`src/rtl/aurora_parse_end.sv`:
```
// Aurora RX end-of-scan packet parser: flags the 2-beat end packet and keeps rx/err counters.
// Optional payload value check enabled by defining AURORA_PARSE_END_PAYLOAD_CHK_EN.
module aurora_parse_end #(
   parameter int unsigned DATA_WD   = 64,
   parameter logic [15:0] HDR_MAGIC = 16'h55aa,
   parameter logic [15:0] CMD_END   = 16'h0001
) (
   input  logic                   clk,
   input  logic                   rst,
   input  logic                   cfg_rst,
   input  logic [DATA_WD-1:0]     s_axis_tdata,
   input  logic [DATA_WD/8-1:0]   s_axis_tkeep,
   input  logic                   s_axis_tvalid,
   output logic                   s_axis_tready,
   input  logic                   s_axis_tlast,
   output logic                   eds_finish,
   output logic [31:0]            eds_end_rx_cnt,
   output logic [31:0]            eds_end_err_cnt
);

   localparam logic [1:0] StIdle    = 2'd0;
   localparam logic [1:0] StPayload = 2'd1;
   localparam logic [1:0] StDrop    = 2'd2;

   logic [1:0]  state_q, state_d;
   logic        tready_q;
   logic        finish_q;
   logic [31:0] rx_cnt_q, rx_cnt_d;
   logic [31:0] err_cnt_q, err_cnt_d;
   logic        beat;
   logic        hdr_ok;
   logic        cmd_ok;
   logic        payload_ok;
   logic        end_evt;
   logic        err_evt;

   // Upper data bits and byte enables carry no information for this parser.
   logic unused_bits;
   assign unused_bits = ^{s_axis_tkeep, s_axis_tdata[DATA_WD-1:32]};

   assign beat   = s_axis_tvalid && tready_q;
   assign hdr_ok = (s_axis_tdata[31:16] == HDR_MAGIC);
   assign cmd_ok = (s_axis_tdata[15:0] == CMD_END);

`ifdef AURORA_PARSE_END_PAYLOAD_CHK_EN
   assign payload_ok = (s_axis_tdata[31:0] == 32'h0000_0001);
`else
   assign payload_ok = 1'b1;
`endif

   always_comb begin
      state_d = state_q;
      end_evt = 1'b0;
      err_evt = 1'b0;
      if (beat) begin
         case (state_q)
            StIdle: begin
               if (hdr_ok && cmd_ok) begin
                  if (s_axis_tlast) err_evt = 1'b1;
                  else              state_d = StPayload;
               end else if (!s_axis_tlast) begin
                  state_d = StDrop;
               end
            end
            StPayload: begin
               if (s_axis_tlast) begin
                  if (payload_ok) end_evt = 1'b1;
                  else            err_evt = 1'b1;
                  state_d = StIdle;
               end else begin
                  err_evt = 1'b1;
                  state_d = StDrop;
               end
            end
            StDrop: begin
               if (s_axis_tlast) state_d = StIdle;
            end
            default: state_d = StIdle;
         endcase
      end
   end

   // Counter clear wins over a coincident increment; the event is simply not counted.
   always_comb begin
      rx_cnt_d  = rx_cnt_q;
      err_cnt_d = err_cnt_q;
      if (cfg_rst) begin
         rx_cnt_d  = '0;
         err_cnt_d = '0;
      end else begin
         if (end_evt) rx_cnt_d  = rx_cnt_q + 32'd1;
         if (err_evt) err_cnt_d = err_cnt_q + 32'd1;
      end
   end

   always_ff @(posedge clk or posedge rst) begin
      if (rst) begin
         state_q   <= StIdle;
         tready_q  <= 1'b0;
         finish_q  <= 1'b0;
         rx_cnt_q  <= '0;
         err_cnt_q <= '0;
      end else begin
         state_q   <= state_d;
         tready_q  <= 1'b1;
         finish_q  <= end_evt;
         rx_cnt_q  <= rx_cnt_d;
         err_cnt_q <= err_cnt_d;
      end
   end

   assign s_axis_tready   = tready_q;
   assign eds_finish      = finish_q;
   assign eds_end_rx_cnt  = rx_cnt_q;
   assign eds_end_err_cnt = err_cnt_q;

endmodule

```
`config.mk`:
```
export PLATFORM = sky130hd
export DESIGN_NAME = aurora_parse_end
export DESIGN_NICKNAME = d
export VERILOG_FILES = /design/src/rtl/aurora_parse_end.sv
export SDC_FILE = /design/constraint.sdc
export NUM_CORES = 1
export LEC_CHECK = 0
export ABC_CLOCK_PERIOD_IN_PS = 5500
export BUFFER_PORTS_ARGS = -buffer_cell sky130_fd_sc_hd__buf_2
export CORE_MARGIN = 4
export CORE_UTILIZATION = 50
export CTS_BUF_LIST = sky130_fd_sc_hd__clkbuf_8
export DETAILED_ROUTE_END_ITERATION = 12
export GPL_ROUTABILITY_DRIVEN = 1
export GPL_TIMING_DRIVEN = 0
export PLACE_DENSITY = 0.83
export SYNTH_ARGS = -nofsm -noshare
export SYNTH_HDL_FRONTEND = slang
export SYNTH_SLANG_ARGS = --single-unit
export TNS_END_PERCENT = 10
```
`constraint.sdc`:
```
create_clock -name clk -period 5.5 [get_ports clk]
set_input_delay 0.825 -clock clk [delete_from_list [all_inputs] [get_ports clk]]
set_output_delay 0.825 -clock clk [all_outputs]
set_load 0.01 [all_outputs]
```
==> results.yml <==
timing:
  setup-violations-final: 0
  layout_setup_ws_ns: 2.85
  fin_crit_ns: 2.65
  fmax_ghz: 0.378
  rsz0062_at_grt: "false"
  tightest_slew_ns: 0.823
  setup-tns-final_ns: 0
  skew_ns: 0.00421
  post-route-period-util_pct: 48.1
  hold_viol: 0
  maxSlewHeadroom_pct: 45.1
  final_max_slew_viol_count: 0
synthesis:
  synth_cell_types: 42
  synth_top_area_cell: "dfrtp_1"
  synth_area_per_cell_um2: 9.64
  synth_nets: 446
  ys_seq_area_share_pct: 48.1
  synth_area_leaders: "dfrtp_1 48%, xor2_1 7.7%, nor2_1 6.2%"
  ys_seq_elements: 68
  synth_top_area_share_pct: 48.1
  synth_area_um2: 3540
  yosys_warnings: 0
  syn_inst: 367
run:
  maxCapViolations: 0
setup_path:
  critPathCapture: "eds_end_err_cnt[15]$_DFFE_PP0P_"
  required_ns: 5.73
  reg2reg_depth: 6
  reg2reg_from: "state_q[1]$_DFFE_PP0P_"
  reg2reg_to: "eds_end_err_cnt[15]$_DFFE_PP0P_"
  worstSetupPathType: "primary input to flop"
  startpoint: "s_axis_tdata[12]"
  crit_path_start_kind: "primary input"
  crit_fanout: 10
  worst_ep_arrival_time_ns: 2.88
  r2r_slack_ns: 3.18
  end_kind: "flop"
placed_design:
  placedCellCount: 565
  pre_cts_ws_ns: 2.48
  hpwl_um: 6560
  gp_congestion: 0.839
  place_area_um2: 4170
  io_buffers: 102
power_and_ir_drop:
  vdd_drop_max_mv: 0.176
  leakagePower_nw: 2.08
  power.density_nw_per_um2: 214
  p_total_mw: 0.932
clocking:
  hold_buffers: 0
  cts_inserted_buffers: 9
  postCtsResizedCells: 0
  cts_root_buffer: "clkbuf_8"
  cts_tree: "done"
  h-tree-depth: 3
  clock-sinks: 68
  cts_setup_buffers: 0
  clock_latency_ns: 0.35
  path_clk_slew_ns: 0.07
  clk_path_buf_depth: 2
finish:
  syn2layout_area_growth_pct: 23.2
  fin_area_um2: 4360
  final_cell_mix: "103 x buf_2, 68 x dfrtp_1, 58 x nor2_1"
  final_cell_count_no_fill: 580
  nFillCells: 596
  multi_input_area_um2: 1750
  fin_nets: 559
  seq_area_um2: 1700
  diodes: 0
  layout_commonest_cell: "buf_2"
  drive_gt1_share_pct: 26.7
global_routing:
  grt_pass1_wl_um: 15000
  grtUsageTotal_pct: 22.1
  grt_max_degree: 69
  grt_overflow_total: 0
  antenna_found_initial: 0
  grt_pass1_vias: 3202
die:
  io_pins: 143
  die-area_um2: 8490
  initial_core_util_pct: 51.8
  row_count: 30
  die_y_um: 92.1
  core_um2: 6830
  die_x_um: 92.1
routing:
  ant_nets: 0
  drt_pre_antenna_iters: 4
  drc: 0
  routedWlPerCell_um: 15.5
  drtIter0Drc: 109
  vias: 3219
  wl_um: 8960
  detail_route.vias_per_cell: 5.55
min_path:
  hold_class: "flop to flop"
run_status:
  outcome: "finished, final reports clean"
routing by layer:
metal / part of all wire [%] / routed length (µm) / track usage, % / vias to the layer above
met1: 41 / 3630 / 26.3 / 1579
met5: 0 / 0 / 0 / -
met3: 7.4 / 660 / 7.96 / 7
met4: 0.69 / 62 / 4.21 / 0
met2: 51 / 4610 / 38.6 / 102
li1: - / - / - / 1531
worst max-delay path, stage by stage:
cell and delay [ns]:
buf_2 0.11, nor4_2 0.27, nand4_1 0.25, nor3_4 0.52, o21ai_0 0.27, nor3b_1 0.28
mux2_2 0.36
cells in the mapped netlist (all sizes together):
cell	count
a21oi	16
and2	3
and3	11
and4	7
and4b	2
buf	2
clkbuf	11
conb	1
dfrtp	68
ha	2
inv	8
mux2	2
mux2i	1
nand2	21
nand2b	1
nand3	15
nand4	13
nor2	58
nor2b	3
nor3	10
nor3b	2
nor4	4
nor4b	3
nor4bb	4
o2111ai	5
o211ai	7
o21ai	20
o22a	1
o31ai	2
or2	1
or3	15
or4	3
xnor2	14
xor2	31
cell families (layout without fill, tap and decap cells):
logic type,count (synthesis),count (layout),synth area share [%]
compound gates,51,51,8.98
xor+xnor,45,45,11.1
fa+ha+maj,2,2,0.707
buf+inv,21,138,2.47
flops,68,68,48.1
mux,3,3,0.919
other cells,1,1,0.106
simple gates,176,176,27.6
layout make-up:
| type | count | area share, % |
|---|---|---|
| clock inverter | 2 | 0.201 |
| inverter | 8 | 0.746 |
| clock buffer | 13 | 4.10 |
| multi-input combinational | 278 | 40.1 |
| tap | 96 | 2.75 |
| timing repair buffer | 102 | 11.7 |
| buffer | 13 | 1.32 |
| sequential | 68 | 39.0 |
where the power goes:
part	total, mW	internal, mW	switching (mW)	leakage (nW)
sequential	0.503	0.501	0.00175	0.945
combinational	0.0398	0.0141	0.0258	1.03
clock	0.389	0.208	0.181	0.103
total	0.932	0.724	0.208	2.08
how the worst min path moves through the flow:
stage,start,cells past startpoint,to
5_1_grt,eds_end_rx_cnt[31]$_DFFE_PP0P_,2,eds_end_rx_cnt[31]$_DFFE_PP0P_
3_5_place_dp,eds_end_rx_cnt[31]$_DFFE_PP0P_,2,eds_end_rx_cnt[31]$_DFFE_PP0P_
3_3_place_gp,eds_end_rx_cnt[31]$_DFFE_PP0P_,2,eds_end_rx_cnt[31]$_DFFE_PP0P_
2_1_floorplan,state_q[0]$_DFFE_PP0P_,2,state_q[0]$_DFFE_PP0P_
4_1_cts,eds_end_rx_cnt[31]$_DFFE_PP0P_,2,eds_end_rx_cnt[31]$_DFFE_PP0P_
6_report,eds_end_rx_cnt[31]$_DFFE_PP0P_,2,eds_end_rx_cnt[31]$_DFFE_PP0P_
registers in the layout, indices dropped and copies added (netlist names):
signal / cells
eds_end_err_cnt: 32
eds_end_rx_cnt: 32
state_q: 2
eds_finish: 1
s_axis_tready: 1
metrics by stage:
step / util (%) / hold WS (ns)
after CTS: 63.8 / 0.553
after floorplan: - / 0.558
final: 63.8 / 0.548
after global placement: 61.0 / 0.520
after detailed placement: 61.1 / 0.538
after global routing: 63.8 / 0.575
No activity file was read; power rests on OpenSTA's default activity.
